**config.mk**
```make
export PLATFORM = sky130hd
export DESIGN_NAME = ov7670_capture_flat
export DESIGN_NICKNAME = d
export VERILOG_FILES = /design/src/rtl/cam_vga_pkg.sv /design/src/rtl/ov7670_capture_if.sv /design/src/rtl/ov7670_capture_rgb565_to_rgb444.sv /design/src/rtl/ov7670_capture.sv /design/src/flat_wrapper.sv
export SDC_FILE = /design/constraint.sdc
export NUM_CORES = 1
export LEC_CHECK = 0
export ABC_AREA = 1
export BUFFER_PORTS_ARGS = -buffer_cell sky130_fd_sc_hd__buf_4
export CORE_MARGIN = 2
export CORE_UTILIZATION = 25
export CTS_CLUSTER_SIZE = 16
export DETAILED_ROUTE_END_ITERATION = 10
export PLACE_DENSITY = 0.51
export SLEW_MARGIN = 10
export SYNTH_ARGS = -nofsm -noshare
export SYNTH_HDL_FRONTEND = slang
export SYNTH_SLANG_ARGS = --single-unit
```
**constraint.sdc**
```tcl
create_clock -name pclk -period 2.5 [get_ports pclk]
set_input_delay 0.5 -clock pclk [delete_from_list [all_inputs] [get_ports pclk]]
set_output_delay 0.5 -clock pclk [all_outputs]
set_load 0.01 [all_outputs]
```
**src/rtl/cam_vga_pkg.sv**
```systemverilog
// Shared definitions for the camera capture -> frame buffer -> VGA path.
// Holds the default frame geometry, the frame buffer address and pixel widths,
// the RGB444 field layout and the capture FSM state encoding.
package cam_vga_pkg;

  localparam int H_PIXELS_DEF = 640;
  localparam int V_LINES_DEF  = 480;
  localparam int ADDR_W_DEF   = 19;
  localparam int PIX_W        = 12;
  localparam int BYTE_W       = 8;

  // Frame buffer word: {R,G,B} nibbles, R in the top nibble.
  typedef struct packed {
    logic [3:0] r;
    logic [3:0] g;
    logic [3:0] b;
  } rgb444_t;

  typedef enum logic [1:0] {
    WAIT_VS = 2'd0,
    VBLANK  = 2'd1,
    ACTIVE  = 2'd2,
    SKIP    = 2'd3
  } cap_state_t;

  typedef enum logic {
    PH_FIRST  = 1'b0,
    PH_SECOND = 1'b1
  } byte_phase_t;

endpackage

```
**src/rtl/ov7670_capture_if.sv**
```systemverilog
// Camera-side and frame-buffer-side signals of the capture block.
//   master : camera/stimulus side (drives capture_en and the camera bus,
//            observes the frame buffer write port and status)
//   slave  : ov7670_capture itself
// Signals: capture_en, cam_vsync, cam_href, cam_data[7:0],
//          frame_addr[ADDR_W-1:0], frame_pixel[11:0], frame_we,
//          frame_done, overflow.
interface ov7670_capture_if #(
  parameter int ADDR_W = cam_vga_pkg::ADDR_W_DEF
) ();

  logic                           capture_en;
  logic                           cam_vsync;
  logic                           cam_href;
  logic [cam_vga_pkg::BYTE_W-1:0] cam_data;
  logic [ADDR_W-1:0]              frame_addr;
  logic [cam_vga_pkg::PIX_W-1:0]  frame_pixel;
  logic                           frame_we;
  logic                           frame_done;
  logic                           overflow;

  modport master (
    output capture_en, cam_vsync, cam_href, cam_data,
    input  frame_addr, frame_pixel, frame_we, frame_done, overflow
  );

  modport slave (
    input  capture_en, cam_vsync, cam_href, cam_data,
    output frame_addr, frame_pixel, frame_we, frame_done, overflow
  );

endinterface

```
**src/rtl/ov7670_capture_rgb565_to_rgb444.sv**
```systemverilog
// rgb565_to_rgb444: combinational conversion of one RGB565 byte pair
// (hi byte first on the camera bus) to a 12-bit RGB444 frame buffer word by
// keeping the four MSBs of each colour field.
// Ports: hi_byte[7:0], lo_byte[7:0] in; pixel[11:0] out.
module rgb565_to_rgb444
  import cam_vga_pkg::*;
(
  input  logic [BYTE_W-1:0] hi_byte,
  input  logic [BYTE_W-1:0] lo_byte,
  output logic [PIX_W-1:0]  pixel
);

  rgb444_t px;

  // RGB565 layout: hi = R4..R0 G5..G3, lo = G2..G0 B4..B0.
  always_comb begin
    px.r = hi_byte[7:4];
    px.g = {hi_byte[2:0], lo_byte[7]};
    px.b = lo_byte[4:1];
  end

  assign pixel = px;

  // Colour LSBs are intentionally discarded.
  logic unused_lsbs;
  assign unused_lsbs = &{1'b0, hi_byte[3], lo_byte[6:5], lo_byte[0]};

endmodule

```
**src/rtl/ov7670_capture.sv**
```systemverilog
// ov7670_capture: turns the OV7670 RGB565 byte stream into RGB444 pixels and
// writes them linearly into the frame buffer, one frame_we per pixel.
// Capture is frame-granular: capture_en is looked at only when vsync falls.
// Ports: pclk, rst (async, active-high), cam (ov7670_capture_if.slave):
//   capture_en, cam_vsync, cam_href, cam_data in;
//   frame_addr, frame_pixel, frame_we, frame_done, overflow out.
module ov7670_capture
  import cam_vga_pkg::*;
#(
  parameter int H_PIXELS = H_PIXELS_DEF,
  parameter int V_LINES  = V_LINES_DEF,
  parameter int ADDR_W   = ADDR_W_DEF
) (
  input  logic            pclk,
  input  logic            rst,
  ov7670_capture_if.slave cam
);

  // One extra bit so the cap value is representable even when it equals
  // 2**ADDR_W.
  localparam int CNT_W = ADDR_W + 1;
  localparam logic [CNT_W-1:0] FRAME_PIX = CNT_W'(H_PIXELS * V_LINES);

  logic              vs_r, vs_d, href_r;
  logic [BYTE_W-1:0] d_r, hi_byte;
  cap_state_t        state_q, state_d;
  byte_phase_t       phase_q;
  logic [CNT_W-1:0]  addr_cnt;
  logic              vs_rise, vs_fall;
  logic              frame_start, frame_end, pair_done;
  logic [PIX_W-1:0]  pixel_c;
  logic [ADDR_W-1:0] frame_addr_q;
  logic [PIX_W-1:0]  frame_pixel_q;
  logic              frame_we_q, frame_done_q, overflow_q;

  // ---- input stage: one register on every camera input ----
  always_ff @(posedge pclk or posedge rst) begin
    if (rst) begin
      vs_r   <= 1'b0;
      vs_d   <= 1'b0;
      href_r <= 1'b0;
    end else begin
      vs_r   <= cam.cam_vsync;
      vs_d   <= vs_r;
      href_r <= cam.cam_href;
    end
  end

  always_ff @(posedge pclk) begin
    d_r <= cam.cam_data;
  end

  assign vs_rise = vs_r & ~vs_d;
  assign vs_fall = ~vs_r & vs_d;

  // ---- frame FSM ----
  always_ff @(posedge pclk or posedge rst) begin
    if (rst) state_q <= WAIT_VS;
    else     state_q <= state_d;
  end

  always_comb begin
    state_d     = state_q;
    frame_start = 1'b0;
    frame_end   = 1'b0;
    pair_done   = 1'b0;
    case (state_q)
      WAIT_VS: if (vs_r) state_d = VBLANK;
      VBLANK: begin
        if (vs_fall) begin
          frame_start = 1'b1;
          state_d     = cam.capture_en ? ACTIVE : SKIP;
        end
      end
      ACTIVE: begin
        // vsync rising takes priority over a byte arriving the same cycle.
        if (vs_rise) begin
          frame_end = 1'b1;
          state_d   = VBLANK;
        end else if (href_r && phase_q == PH_SECOND) begin
          pair_done = 1'b1;
        end
      end
      SKIP: if (vs_rise) state_d = VBLANK;
      default: state_d = WAIT_VS;
    endcase
  end

  // ---- byte pairing: any gap in href restarts at the high byte ----
  always_ff @(posedge pclk or posedge rst) begin
    if (rst) begin
      phase_q <= PH_FIRST;
    end else if (state_q == ACTIVE && href_r && !vs_rise && phase_q == PH_FIRST) begin
      phase_q <= PH_SECOND;
    end else begin
      phase_q <= PH_FIRST;
    end
  end

  always_ff @(posedge pclk) begin
    if (href_r && phase_q == PH_FIRST) hi_byte <= d_r;
  end

  rgb565_to_rgb444 u_conv (
    .hi_byte (hi_byte),
    .lo_byte (d_r),
    .pixel   (pixel_c)
  );

  // ---- write port: strobe one cycle per accepted pixel, hold data otherwise ----
  always_ff @(posedge pclk or posedge rst) begin
    if (rst) begin
      addr_cnt      <= '0;
      overflow_q    <= 1'b0;
      frame_we_q    <= 1'b0;
      frame_done_q  <= 1'b0;
      frame_addr_q  <= '0;
      frame_pixel_q <= '0;
    end else begin
      frame_we_q   <= 1'b0;
      frame_done_q <= frame_end;
      if (frame_start) begin
        addr_cnt   <= '0;
        overflow_q <= 1'b0;
      end else if (pair_done) begin
        if (addr_cnt == FRAME_PIX) begin
          overflow_q <= 1'b1;
        end else begin
          frame_we_q    <= 1'b1;
          frame_addr_q  <= addr_cnt[ADDR_W-1:0];
          frame_pixel_q <= pixel_c;
          addr_cnt      <= addr_cnt + 1'b1;
        end
      end
    end
  end

  assign cam.frame_addr  = frame_addr_q;
  assign cam.frame_pixel = frame_pixel_q;
  assign cam.frame_we    = frame_we_q;
  assign cam.frame_done  = frame_done_q;
  assign cam.overflow    = overflow_q;

endmodule

```
**src/flat_wrapper.sv**
```systemverilog
// flat-port wrapper written by rule: the top's interface ports become plain ports
module ov7670_capture_flat import cam_vga_pkg::*;
#(
  parameter int H_PIXELS = H_PIXELS_DEF,
  parameter int V_LINES  = V_LINES_DEF,
  parameter int ADDR_W   = ADDR_W_DEF
)
  (pclk, rst, cam_capture_en, cam_cam_vsync, cam_cam_href, cam_cam_data, cam_frame_addr, cam_frame_pixel, cam_frame_we, cam_frame_done, cam_overflow);
  ov7670_capture_if #(.ADDR_W(ADDR_W)) cam_i ();
  input  logic pclk;
  input  logic rst;
  input wire logic [$bits(cam_i.capture_en)-1:0] cam_capture_en;
  input wire logic [$bits(cam_i.cam_vsync)-1:0] cam_cam_vsync;
  input wire logic [$bits(cam_i.cam_href)-1:0] cam_cam_href;
  input wire logic [$bits(cam_i.cam_data)-1:0] cam_cam_data;
  output wire logic [$bits(cam_i.frame_addr)-1:0] cam_frame_addr;
  output wire logic [$bits(cam_i.frame_pixel)-1:0] cam_frame_pixel;
  output wire logic [$bits(cam_i.frame_we)-1:0] cam_frame_we;
  output wire logic [$bits(cam_i.frame_done)-1:0] cam_frame_done;
  output wire logic [$bits(cam_i.overflow)-1:0] cam_overflow;
  assign cam_i.capture_en = cam_capture_en;
  assign cam_i.cam_vsync = cam_cam_vsync;
  assign cam_i.cam_href = cam_cam_href;
  assign cam_i.cam_data = cam_cam_data;
  assign cam_frame_addr = cam_i.frame_addr;
  assign cam_frame_pixel = cam_i.frame_pixel;
  assign cam_frame_we = cam_i.frame_we;
  assign cam_frame_done = cam_i.frame_done;
  assign cam_overflow = cam_i.overflow;
  ov7670_capture #(.H_PIXELS(H_PIXELS), .V_LINES(V_LINES), .ADDR_W(ADDR_W)) u_core (.pclk(pclk), .rst(rst), .cam(cam_i));
endmodule
```
Word level (Yosys, flattened, before mapping). Cells that the tools add are included.

Register bits: 76. Bits in latches: 0. RAM bits: 0. ROM bits: 0. Input port bits: 13. Output and inout bits: 34. Word-level logic and storage cells: 65. Memories kept: 0.

$add $sub $neg: 1. Multipliers: 0. Divide/modulo/power cells: 0. Magnitude comparators: 0. Equality and inequality tests: 8. Shift-type cells: 0. Multiplexer cells: 22. Bitwise operators: 7. Reduce and logical (&&, ||, !) cells: 14.

Operator list (number): $mux W20 (3); $add A20 B1 Y20 const B (1); $eq A20 B19 Y1 const B (1); $mux W1 (15); $ne A2 B1 Y1 const B (4); $mux W2 (3); $pmux W2 S3 (1); $reduce_and A3 Y1 (2); $logic_and A1 B1 Y1 (5); $not A1 Y1 (5); $eq A2 B2 Y1 const B (2); $reduce_and A2 Y1 (2); $reduce_bool A2 Y1 (2); $and A1 B1 Y1 (2); $eq A2 B1 Y1 const B (1); $logic_not A2 Y1 (1); $reduce_or A2 Y1 (1); $logic_not A1 Y1 (1).

Longest topological paths before layout. Gate-level depths: netlist of the first run.

Depth after elaboration: 6. Depth in mapped cells: 11. Gate-level depth less buffers: 10.

Cells and area by module. From an unflattened synthesis of the first run, not the netlist that was laid out.

Cells, all modules: 377. Area, all modules: 3315.7 um^2.

Modules (own cells, without submodules): ov7670_capture (times used 1, cells each 365, area an instance 3225.6 um^2, sequential area each 1901.8 um^2); rgb565_to_rgb444 (times used 1, cells each 12, area an instance 90.1 um^2, sequential area each 0.0 um^2).

Worst setup path after synthesis of the first run. Ideal clock, no wire load.

Kind: reg-to-reg. Start: register u_core.addr_cnt[0]. End: register u_core.frame_addr_q[11], in the netlist u_core.cam.frame_addr[11]. Library setup time: 117 ps. Arrival time: 1450 ps. Required time: 2383 ps. Slack: 933 ps. Stages on the path, launching flop included: 12. Path buffers: 2. Clock period less this slack: 1567 ps. Cell sequence: dfrtp_1 > inv_1 > ha_1 > nand3_1 > nor2_1 > nand3_2 > nand2_4 > inv_2 > buf_6 > buf_6 > nand2_1 > nand2_1.

Word-level cells in the longest chain between the ends: 3.

Ends and longest elaborated chain: start: declaration (RTL line ov7670_capture.sv:28) `logic [CNT_W-1:0] addr_cnt;`; start signal: assignment (RTL line ov7670_capture.sv:132) `addr_cnt <= addr_cnt + 1'b1;`; $eq A20 B19 Y1 (RTL line ov7670_capture.sv:126) `if (addr_cnt == FRAME_PIX) begin`; $not A1 Y1 (no source line); $reduce_and A3 Y1 (no source line); end signal: assignment (RTL line ov7670_capture.sv:130) `frame_addr_q <= addr_cnt[ADDR_W-1:0];`; end: declaration (RTL line ov7670_capture.sv:32) `logic [ADDR_W-1:0] frame_addr_q;`.

Every way passes these cells. A chain may end at the register's enable or synchronous reset.

Worst setup path after layout of the first run.
Start: register u_core.addr_cnt[0]. End: register u_core.addr_cnt[0].

Word-level cells in the longest chain between the ends: 4. Elaborated cells between the ends (all ways): 7. Those cells by class: 1 x add/sub; 2 x eq/ne; 3 x mux; 1 x reduce/logical.

Ends and longest elaborated chain: $add A20 B1 Y20 (RTL line ov7670_capture.sv:132); $mux W20 (RTL line ov7670_capture.sv:126); $mux W20 (RTL line ov7670_capture.sv:125) `end else if (pair_done) begin`; $mux W20 (RTL line ov7670_capture.sv:122) `if (frame_start) begin`.

Parallel ways exist; a longest one is shown, timed or not. The select of a mux whose other input is x is not followed.

==> results of run 1 <==
-- cell families (layout without fill, tap and decap cells) --
logic type	after synthesis	count (layout)
simple gates	206	206
flops	75	75
buf+inv	47	101
compound gates	31	31
xor+xnor	8	8
fa+ha+maj	2	2
-- how the worst max path moves through the flow --
stage | to | slack, ns
3_3_place_gp | u_core.addr_cnt[0] | 0.51
4_1_cts | u_core.addr_cnt[0] | 0.40
6_report | u_core.addr_cnt[0] | 0.42
3_5_place_dp | u_core.addr_cnt[0] | 0.43
2_1_floorplan | u_core.addr_cnt[0] | 0.52
5_1_grt | u_core.addr_cnt[0] | 0.23
-- power breakdown --
group | internal [mW] | leakage [nW] | switching [mW]
Combinational | 0.0398 | 0.843 | 0.0738
Sequential | 1.26 | 0.961 | 0.0175
Clock | 0.794 | 0.154 | 0.556
Total | 2.10 | 1.96 | 0.648
-- cell usage after synthesis (2+ instances only) --
master | instances | area share, %
nand4_1 | 16 | 3.1
nor2_2 | 3 | 0.58
inv_1 | 33 | 3.9
nand3_1 | 15 | 2.3
buf_6 | 5 | 1.8
inv_2 | 3 | 0.35
dfxtp_1 | 8 | 5.0
ha_1 | 2 | 0.78
a21oi_1 | 2 | 0.31
xor2_1 | 8 | 2.2
nand2_1 | 131 | 15
clkbuf_1 | 2 | 0.23
o21ai_1 | 6 | 0.94
nor3_1 | 2 | 0.31
nor2_1 | 36 | 4.2
o21ai_0 | 21 | 3.3
nand2_4 | 2 | 0.70
edfxtp_1 | 7 | 6.5
dfrtp_1 | 60 | 47
buf_2 | 3 | 0.47
-- layer usage --
| layer | share of wire, % | routed length (um) | GRT usage (%) | vias to the layer above |
|---|---|---|---|---|
| met3 | 5.5 | 414 | 4.13 | 11 |
| met2 | 46 | 3450 | 18.1 | 72 |
| li1 | - | - | - | 1266 |
| met1 | 48 | 3600 | 15.2 | 1195 |
| met4 | 1.5 | 112 | 4.14 | 0 |
| met5 | 0 | 0 | 0 | - |
-- state kept, by name (all words and copies together), names as in the netlist --
register                cells
u_core.addr_cnt            20
u_core.cam.frame_addr      19
u_core.cam.frame_done       1
u_core.cam.frame_pixel     12
u_core.cam.frame_we         1
u_core.cam.overflow         1
u_core.d_r                  8
u_core.hi_byte              7
u_core.href_r               1
u_core.phase_q              1
u_core.state_q              2
u_core.vs_d                 1
u_core.vs_r                 1
-- metrics by stage --
stage | setup slack, ns | instances | area [um^2] | hold WS (ns)
floorplan | 0.515 | 369 | 3210 | 0.374
global placement | 0.513 | 579 | 3720 | 0.390
detailed placement | 0.434 | 579 | 3720 | 0.389
CTS | 0.397 | 595 | 4030 | 0.251
global route | 0.227 | 595 | 4030 | 0.246
finish | 0.416 | 595 | 4030 | 0.246
-- layout make-up --
type                            count  area share, %
Inverter                           36           3.35
Sequential cell                    75           46.5
Tap cell                          172           5.34
Clock inverter                      7           2.08
Timing Repair Buffer               49           9.44
Clock buffer                        9           5.59
Multi-Input combinational cell    247           27.7
-- critical path, cell delays in order, from the launching register on --
cell and delay [ns]:
dfrtp_1 0.44, inv_1 0.13, ha_1 0.17, nand3_1 0.08, nor2_1 0.21, nand3_2 0.12
nand2_4 0.23, buf_4 0.31, nor2_1 0.09, o21bai_1 0.17
-- cell usage in the layout, fill, tap and decap left out, drive strengths merged, types with 2 or more instances in the layout --
cell type and n:
dfxtp 8, clkbuf 9, nand4 16, buf 49
dfrtp 60, ha 2, nor3 2, xor2 8
edfxtp 7, o21ai 27, a21oi 2, nand3 16
nand2 133, inv 40, clkinv 2, nor2 39
==> flow_summary_export.csv, run 1 <==
group,metric,value,unit
pwr,p_total,2.74,mW
logic_synthesis,synth_compound_area_share,4.95,%
timing,fin_crit,2.08,ns
logic_synthesis,yosysWarnings,0,
final_layout,final-seq-area,1870,um^2
logic_synthesis,synth_cells,369,
logic_synthesis,ys_ff_latch,75,
detailed_routing,drt_pass1_iterations,4,
logic_synthesis,muxShareOfSynthArea,0,%
logic_synthesis,ys_seq_area_share,58.3,%
pwr,ir_worst_vdd,295,uV
outcome,status,"finished, final reports clean",
final_layout,antenna_cells,0,
final_layout,synthToLayoutAreaGrowth,25.5,%
worst_setup_path,r2r-end,"u_core.addr_cnt[0]",
clock_network,insertion_delay,0.34,ns
clock_network,cts_hold_buf,0,
detailed_routing,drt_first_iter_violations,93,
timing,skew,0.00685,ns
logic_synthesis,yosys.area_share.xor_xnor,2.18,%
worst_setup_path,crit_type,"flop to flop",
timing,slew_headroom,58.2,%
worst_setup_path,critPathMaxFanout,28,
timing,period_share,83.4,%
clock_network,cts_tree,"yes",
die,dieHeight,117,um
global_routing,grt_pass1_vias,2570,
final_layout,drive_gt1_share,17.7,%
hold_path,min_path_type,"primary input to asynchronous set/reset pin",
global_routing,grt_max_degree,35,
clock_network,clock_path_buffers,2,
detailed_routing,post_drt_wl_per_cell,12.7,um
detailed_routing,wirelength,7580,um
final_layout,nets,433,
global_routing,grt_overflow,0,
logic_synthesis,synthAdderAreaFrac,0.779,%
timing,final_max_slew_viol_count,0,
global_routing,grt_pass1_wl,13000,um
detailed_routing,num_vias,2544,
logic_synthesis,synth_nets,384,
logic_synthesis,async_reset_ff_share,80.0,%
placed_design,portBuffers,46,
global_routing,grt_antenna_before_repair,0,
worst_setup_path,cp-start-kind,"flop",
flow_run,maxCapViolations,0,
worst_setup_path,crit_arrival,2.30,ns
detailed_routing,post-route-drc-count,0,
logic_synthesis,synth_top_family_by_area,"simple AND/OR/NAND/NOR gates",
clock_network,clk_pin_slew,0.06,ns
final_layout,multiInputGateArea,1120,um^2
clock_network,postCtsSetupBuffers,0,
logic_synthesis,synth_area,3210,um^2
pwr,leakage,1.96,nW
timing,hold_viol,0,
clock_network,cts.sinks,75,
detailed_routing,viasPerCell,4.28,
worst_setup_path,cp-startpoint,"u_core.addr_cnt[0]",
logic_synthesis,synth_cell_types,24,
logic_synthesis,synthSimpleGateAreaFrac,26.9,%
worst_setup_path,r2r-start,"u_core.addr_cnt[0]",
placed_design,place.gp.congestion,0.871,
worst_setup_path,rr_worst_depth,9,
clock_network,cts_buffers,9,
detailed_routing,postRouteAntennaNets,0,
final_layout,nFillCells,1325,
die,core,12600,um^2
die,num_rows,41,
clock_network,htree_levels,3,
worst_setup_path,required,2.71,ns
pwr,power.density,681,nW/um^2
die,start_util,25.5,%
die,die_area,13800,um^2
worst_setup_path,endpoint_kind,"flop",
timing,fmaxAchievable,0.480,GHz
logic_synthesis,synth-edff-count,7,
die,io_pins,47,
global_routing,grt_usage,11.7,%
timing,setup_violations,0,
logic_synthesis,ys.flop_type,"dfrtp_1",
final_layout,utilization,32.1,%
placed_design,post-dp-hpwl,5280,um
timing,setup_tns,0,ns
die,die_w,117,um
clock_network,cts_repair_resize_count,0,
timing,worst_pin_slew,0.626,ns
logic_synthesis,synth.avg_cell_area,8.70,um^2
worst_setup_path,reg2reg_slack,0.42,ns
timing,rsz0062_at_grt,"no",
clock_network,root_buffer,"clkbuf_16",
(Power assumes the default switching activity.)
==> run 2, diff against run 1 <==
ABC_AREA = 0   (was 1)
PLACE_DENSITY = 0.53   (was 0.51)
clock period = 1.7 ns   (was 2.5 ns; I/O delays follow)
==> run 2 against run 1 <==
Against the previous run: the run now ends with setup timing left; final area grew 14%; first-iteration DRC count grew 75%; die area shrank 6.5%; critical path depth shrank 3; synthesized cell count shrank 35%; maximum frequency grew 12%; wire length grew 1.9%.
==> flow_summary_export.csv, run 2 <==
group,metric,value,unit
pwr,power.density,865,nW/um^2
logic_synthesis,yosysWarnings,0,
worst_setup_path,r2r-start,"u_core.addr_cnt[7]",
timing,fmaxAchievable,0.539,GHz
hold_path,min_path_type,"primary input to flop",
pwr,clockPowerShare,47.2,%
final_layout,fin_area,4580,um^2
detailed_routing,drt_pass1_iterations,4,
final_layout,final_common_cell,"buf_4",
worst_setup_path,r2r-end,"u_core.cam.frame_pixel[7]",
detailed_routing,postRouteAntennaNets,0,
final_layout,mostFrequentLayoutCells,"buf_4, dfrtp_1, mux2_4",
global_routing,grt_overflow,0,
die,core,11600,um^2
clock_network,root_buffer,"clkbuf_16",
pwr,p_total,3.96,mW
worst_setup_path,cp-start-kind,"flop",
worst_setup_path,cp-endpoint,"u_core.cam.frame_pixel[7]",
pwr,combPwrFrac,5.5,%
global_routing,grt_antenna_before_repair,0,
clock_network,clock_path_buffers,2,
placed_design,portBuffers,46,
logic_synthesis,ys_seq_area_share,62.5,%
clock_network,cts_tree,"yes",
logic_synthesis,synth_common_cells,"dfrtp_1, mux2_2, nand2_1, a22o_1, a21oi_1",
flow_run,maxCapViolations,0,
timing,hold_viol,0,
die,die_w,113,um
final_layout,synthToLayoutAreaGrowth,53.0,%
logic_synthesis,async_reset_ff_share,80.0,%
final_layout,drive_gt1_share,52.9,%
pwr,swShare,21.9,%
logic_synthesis,synth.area.top_cells,"dfrtp_1, mux2_2, edfxtp_1, dfxtp_1, a22o_1",
global_routing,grt_pass1_vias,2308,
worst_setup_path,required,1.91,ns
worst_setup_path,critPathMaxFanout,11,
die,start_util,25.9,%
logic_synthesis,ys_ff_latch,75,
pwr,power_switching,869,uW
die,num_rows,39,
timing,worst_slack,-0.156,ns
timing,fin_crit,1.86,ns
detailed_routing,wirelength,7730,um
hold_path,hp-start,"cam_cam_data[7]",
timing,final_max_slew_viol_count,0,
worst_setup_path,crit_type,"flop to flop",
outcome,violations,"setup timing",
logic_synthesis,yosysMostFrequentCell,"dfrtp_1",
timing,setup_violations,40,
final_layout,utilization,39.6,%
detailed_routing,drt_first_iter_violations,163,
logic_synthesis,synth_cell_types,40,
logic_synthesis,synth_top_area_share,50.1,%
clock_network,cts_buffers,9,
timing,rsz0062_at_grt,"yes",
logic_synthesis,synth-edff-count,7,
pwr,seq_power_share,47.3,%
clock_network,htree_levels,3,
global_routing,grt_pass1_wl,12100,um
clock_network,insertion_delay,0.33,ns
final_layout,regMostFlops,"u_core.addr_cnt",
placed_design,post-dp-hpwl,5140,um
final_layout,nets,360,
logic_synthesis,synth_cells,239,
worst_setup_path,reg2reg_slack,-0.16,ns
logic_synthesis,synth_area,3000,um^2
timing,slew_headroom,73.9,%
timing,worst_pin_slew,0.391,ns
outcome,status,"finished, violations left",
timing,period_share,109,%
logic_synthesis,synth.avg_cell_area,12.5,um^2
logic_synthesis,yosysTopAreaCell,"dfrtp_1",
placed_design,dp_cells,464,
detailed_routing,viasPerCell,4.61,
clock_network,cts.sinks,75,
global_routing,grt_usage,12.3,%
logic_synthesis,synth_nets,254,
detailed_routing,num_vias,2275,
logic_synthesis,ys.flop_type,"dfrtp_1",
final_layout,antenna_cells,0,
final_layout,fin_cells,493,
global_routing,grt_max_degree,41,
die,dieHeight,113,um
worst_setup_path,endpoint_kind,"flop",
final_layout,largest_reg_flops,20,
die,io_pins,47,
detailed_routing,post_drt_wl_per_cell,15.7,um
placed_design,place.gp.congestion,0.839,
detailed_routing,post-route-drc-count,0,
die,die_area,12900,um^2
pwr,p_int,3.09,mW
pwr,leakage,2.18,nW
worst_setup_path,cp-startpoint,"u_core.addr_cnt[7]",
pwr,ir_worst_vdd,446,uV
timing,skew,0.00607,ns
worst_setup_path,rr_worst_depth,6,
worst_setup_path,crit_arrival,2.07,ns
placed_design,postPlaceCellArea,3960,um^2
clock_network,clk_pin_slew,0.06,ns
run 2: changes by cell type after synthesis, sizes merged, moves of 8 or more:
cell,delta
inv,-30
mux2,+19
a22o,+12
a21oi,+9
nand3,-8
o21ai,-19
nand2,-118
nor2,-31
mux2i,+8
nand4,-10
run 2: cell type report:
| cell class | instances | area (um^2) |
|---|---|---|
| Fill cell | 1082 | 6980 |
| Sequential cell | 75 | 1870 |
| Multi-Input combinational cell | 148 | 1360 |
| Timing Repair Buffer | 105 | 851 |
| Clock buffer | 9 | 225 |
| Tap cell | 143 | 179 |
| Clock inverter | 7 | 67.6 |
| Inverter | 6 | 26.3 |
run 2: per-stage QoR:
stage	setup WS [ns]	hold slack [ns]	setup TNS (ns)
4_1_cts	-0.202	0.0946	-5.09
5_1_grt	-0.261	0.0912	-8.38
3_3_place_gp	-0.318	0.278	-9.48
6_report	-0.156	0.107	-4.08
3_5_place_dp	-0.315	0.280	-9.25
2_1_floorplan	-0.111	0.368	-1.72
run 2: layer usage:
metal | global-route usage [%] | wire length (um) | up-vias
met5 | 0 | 0 | -
met4 | 4.23 | 81 | 0
met3 | 4.25 | 330 | 7
met2 | 19.0 | 3740 | 46
met1 | 16.0 | 3580 | 1132
li1 | - | - | 1090
run 2: kinds of logic (layout without fill, tap and decap cells):
logic type	Yosys count	count (layout)	share of synthesized area [%]
compound gates	37	37	8.27
simple gates	78	80	15.3
flops	75	75	62.5
buf+inv	18	127	2.71
mux	27	27	9.82
xor+xnor	2	2	0.585
fa+ha+maj	2	2	0.835
run 2: how the worst min path moves through the flow:
stage / to / depth (start not counted)
global placement: u_core.cam.frame_pixel[2] / 2
finish: u_core.d_r[7] / 1
global route: u_core.d_r[7] / 1
floorplan: u_core.d_r[0] / 0
CTS: u_core.d_r[7] / 1
detailed placement: u_core.cam.frame_pixel[1] / 2
run 2: power by group through the flow:
stage,Combinational [mW],Sequential (mW),Clock (mW)
4_1_cts,0.214,1.88,1.92
5_1_grt,0.240,1.88,2.01
2_1_floorplan,0.0828,1.92,0
3_3_place_gp,0.196,1.91,0
6_report,0.217,1.88,1.87
3_5_place_dp,0.198,1.91,0
run 2: repair_timing:
| action | CTS | global route |
|---|---|---|
| endpoints found under the hold margin | 6 | 0 |
| setup endpoints to repair | 48 | 51 |
| resized for setup | 15 | 38 |
| hold buffers | 1 | 0 |
| pin swaps | 12 | 11 |
| setup buffers | 5 | 6 |
| gates cloned | 2 | 0 |
run 2: worst max-delay path: stages (launching register included):
cell     delay [ns]
dfrtp_1        0.39
nor4_2         0.31
buf_4          0.16
nand4_1        0.15
o21ai_4        0.21
buf_6          0.20
mux2_4         0.31
==> run 3, diff against run 2 <==
SETUP_SLACK_MARGIN = 0.05   (was default)
==> run 3 against run 2 <==
Against the previous run: the flow still finishes with violations (setup timing); total power increased by 5.7%; first-iteration DRC count shrank 37%; sequential power about the same; clock power rose by 11%; register-to-register slack got worse by 0.04 ns; critical endpoint is now u_core.addr_cnt[13]; critical path depth fell by 1; core utilization increased by 1.3 points; die area unchanged; largest power group is now the clock network.
==> flow_summary_export.csv, run 3 (synthesis gave the netlist of run 2 again) <==
group,metric,value,unit
outcome,status,"finished, violations left",
outcome,violations,"setup timing",
hold_path,min_path_type,"primary input to flop",
pwr,power.density,885,nW/um^2
timing,final_max_slew_viol_count,0,
final_layout,nFillCells,1033,
die,dieHeight,113,um
final_layout,largest_reg_flops,20,
timing,hold_viol,0,
worst_setup_path,crit_type,"flop to flop",
global_routing,grt_pass1_vias,2292,
final_layout,fin_area,4730,um^2
timing,skew,0.0109,ns
worst_setup_path,cpPeakStageDelay,0.52,ns
final_layout,nets,372,
global_routing,grt_antenna_before_repair,0,
final_layout,multiInputGateArea,1300,um^2
pwr,p_total,4.19,mW
detailed_routing,post_drt_wl_per_cell,15.3,um
worst_setup_path,required,1.97,ns
placed_design,post-dp-hpwl,5080,um
clock_network,clock_path_buffers,2,
clock_network,clk_pin_slew,0.06,ns
die,die_w,113,um
detailed_routing,post-route-drc-count,0,
clock_network,cts_tree,"yes",
flow_run,maxCapViolations,0,
clock_network,cts_buffers,9,
clock_network,root_buffer,"clkbuf_16",
pwr,swShare,21.7,%
placed_design,place.gp.congestion,0.812,
global_routing,grt_pass1_wl,12000,um
detailed_routing,drt_pass1_iterations,4,
final_layout,final-seq-area,1870,um^2
pwr,power_switching,908,uW
detailed_routing,num_vias,2338,
worst_setup_path,cpMostUsedCell,"or4_4",
worst_setup_path,critPathBufInv,1,
clock_network,insertion_delay,0.34,ns
final_layout,antenna_cells,0,
placed_design,portBuffers,46,
worst_setup_path,crit_arrival,2.17,ns
pwr,ir_worst_vdd,496,uV
worst_setup_path,endpoint_kind,"flop",
global_routing,grt_max_degree,27,
worst_setup_path,critPathMaxFanout,7,
worst_setup_path,cp-start-kind,"flop",
clock_network,cts.sinks,75,
pwr,clockPowerShare,49.6,%
die,num_rows,39,
timing,setup_violations,41,
pwr,seq_power_share,44.8,%
detailed_routing,postRouteAntennaNets,0,
worst_setup_path,critical-path-top-delay-family,"simple AND/OR/NAND/NOR gates",
final_layout,regMostFlops,"u_core.addr_cnt",
final_layout,mostFrequentLayoutCells,"buf_4, dfrtp_1, mux2_4",
timing,fin_crit,1.90,ns
placed_design,postPlaceCellArea,3980,um^2
die,io_pins,47,
worst_setup_path,slowest_stage,"or4_4",
pwr,combPwrFrac,5.6,%
pwr,leakage,2.29,nW
final_layout,final_common_cell,"buf_4",
detailed_routing,drt_first_iter_violations,102,
global_routing,grt_overflow,0,
timing,worst_pin_slew,0.389,ns
global_routing,grt_usage,12.2,%
timing,worst_slack,-0.200,ns
final_layout,synthToLayoutAreaGrowth,57.9,%
timing,fmaxAchievable,0.526,GHz
die,die_area,12900,um^2
final_layout,drive_gt1_share,51.9,%
detailed_routing,wirelength,7740,um
timing,period_share,112,%
worst_setup_path,crit_chain,"buf_4 -> nand3_1 -> or4_4 -> or4_4 -> a21oi_2",
detailed_routing,viasPerCell,4.63,
timing,slew_headroom,74.0,%
die,core,11600,um^2
die,start_util,25.9,%
clock_network,htree_levels,3,
timing,rsz0062_at_grt,"yes",
pwr,p_int,3.28,mW
==> run 3: changes by cell type in the layout (fill, tap and decap cells not counted), sizes merged <==
cell	change
buf	+10
clkbuf	+3
or3	-1
or2	+1
clkinv	-2
inv	+2
clkinvlp	-2
bufinv	+1
==> run 3: per-stage QoR <==
stage	util, %	hold WS (ns)	TNS (ns)	worst slack (ns)	cells
after floorplan	-	0.368	-1.57	-0.111	239
after global placement	34.4	0.358	-4.00	-0.209	464
after detailed placement	34.4	0.355	-4.71	-0.278	464
after CTS	38.4	0.0890	-3.48	-0.171	490
after global routing	40.9	0.0893	-7.51	-0.248	505
final	40.9	0.102	-5.26	-0.200	505
==> run 3: timing repair <==
| item | 4_1_cts | 5_1_grt |
|---|---|---|
| endpoints found under the setup margin | 47 | 52 |
| resized for setup | 16 | 36 |
| setup buffers | 7 | 14 |
| hold buffers | 1 | 0 |
| gates cloned | 2 | 2 |
| pin swaps | 10 | 6 |
| hold endpoints to repair | 13 | 0 |
==> run 3: per-layer routing <==
| metal | vias to the layer above | GRT usage (%) | part of all wire, % |
|---|---|---|---|
| met1 | 1154 | 15.9 | 45 |
| li1 | 1120 | - | - |
| met2 | 52 | 18.6 | 49 |
| met3 | 12 | 3.19 | 3.7 |
| met5 | - | 0 | 0 |
| met4 | 0 | 6.10 | 2.1 |
==> run 3: final timing paths <==
path                            depth (start not counted)                from                        end  slack, ns
worst min register to register                          0       u_core.d_r[6]          u_core.hi_byte[6]       0.40
worst max-delay path                                    5  u_core.addr_cnt[0]        u_core.addr_cnt[13]      -0.20
worst min-delay path                                    1     cam_cam_data[6]              u_core.d_r[6]       0.10
max in group asynchronous                               4                 rst  u_core.cam.frame_pixel[4]       0.66
worst max register to register                          5  u_core.addr_cnt[0]        u_core.addr_cnt[13]      -0.20
min in group asynchronous                               3                 rst        u_core.cam.frame_we       0.56
==> run 3: layout make-up <==
type                            instances  share of cell area [%]
Multi-Input combinational cell        148                    27.5
Inverter                                6                   0.555
Tap cell                              143                    3.78
Timing Repair Buffer                  117                    21.8
Clock inverter                          6                    2.01
Clock buffer                           10                    4.84
Sequential cell                        75                    39.6
==> run 3: power groups by stage <==
| stage | combinational [mW] | clock [mW] | sequential [mW] |
|---|---|---|---|
| 2_1_floorplan | 0.0828 | 0 | 1.92 |
| 5_1_grt | 0.257 | 2.20 | 1.88 |
| 4_1_cts | 0.219 | 2.13 | 1.88 |
| 3_5_place_dp | 0.203 | 0 | 1.91 |
| 6_report | 0.233 | 2.08 | 1.88 |
| 3_3_place_gp | 0.199 | 0 | 1.91 |
==> run 3: worst reg2reg max path, cell delays in order, from the launching register on <==
cell and delay (ns):
dfrtp_1 0.42, buf_4 0.14, nand3_1 0.12, or4_4 0.52
or4_4 0.51, a21oi_2 0.12
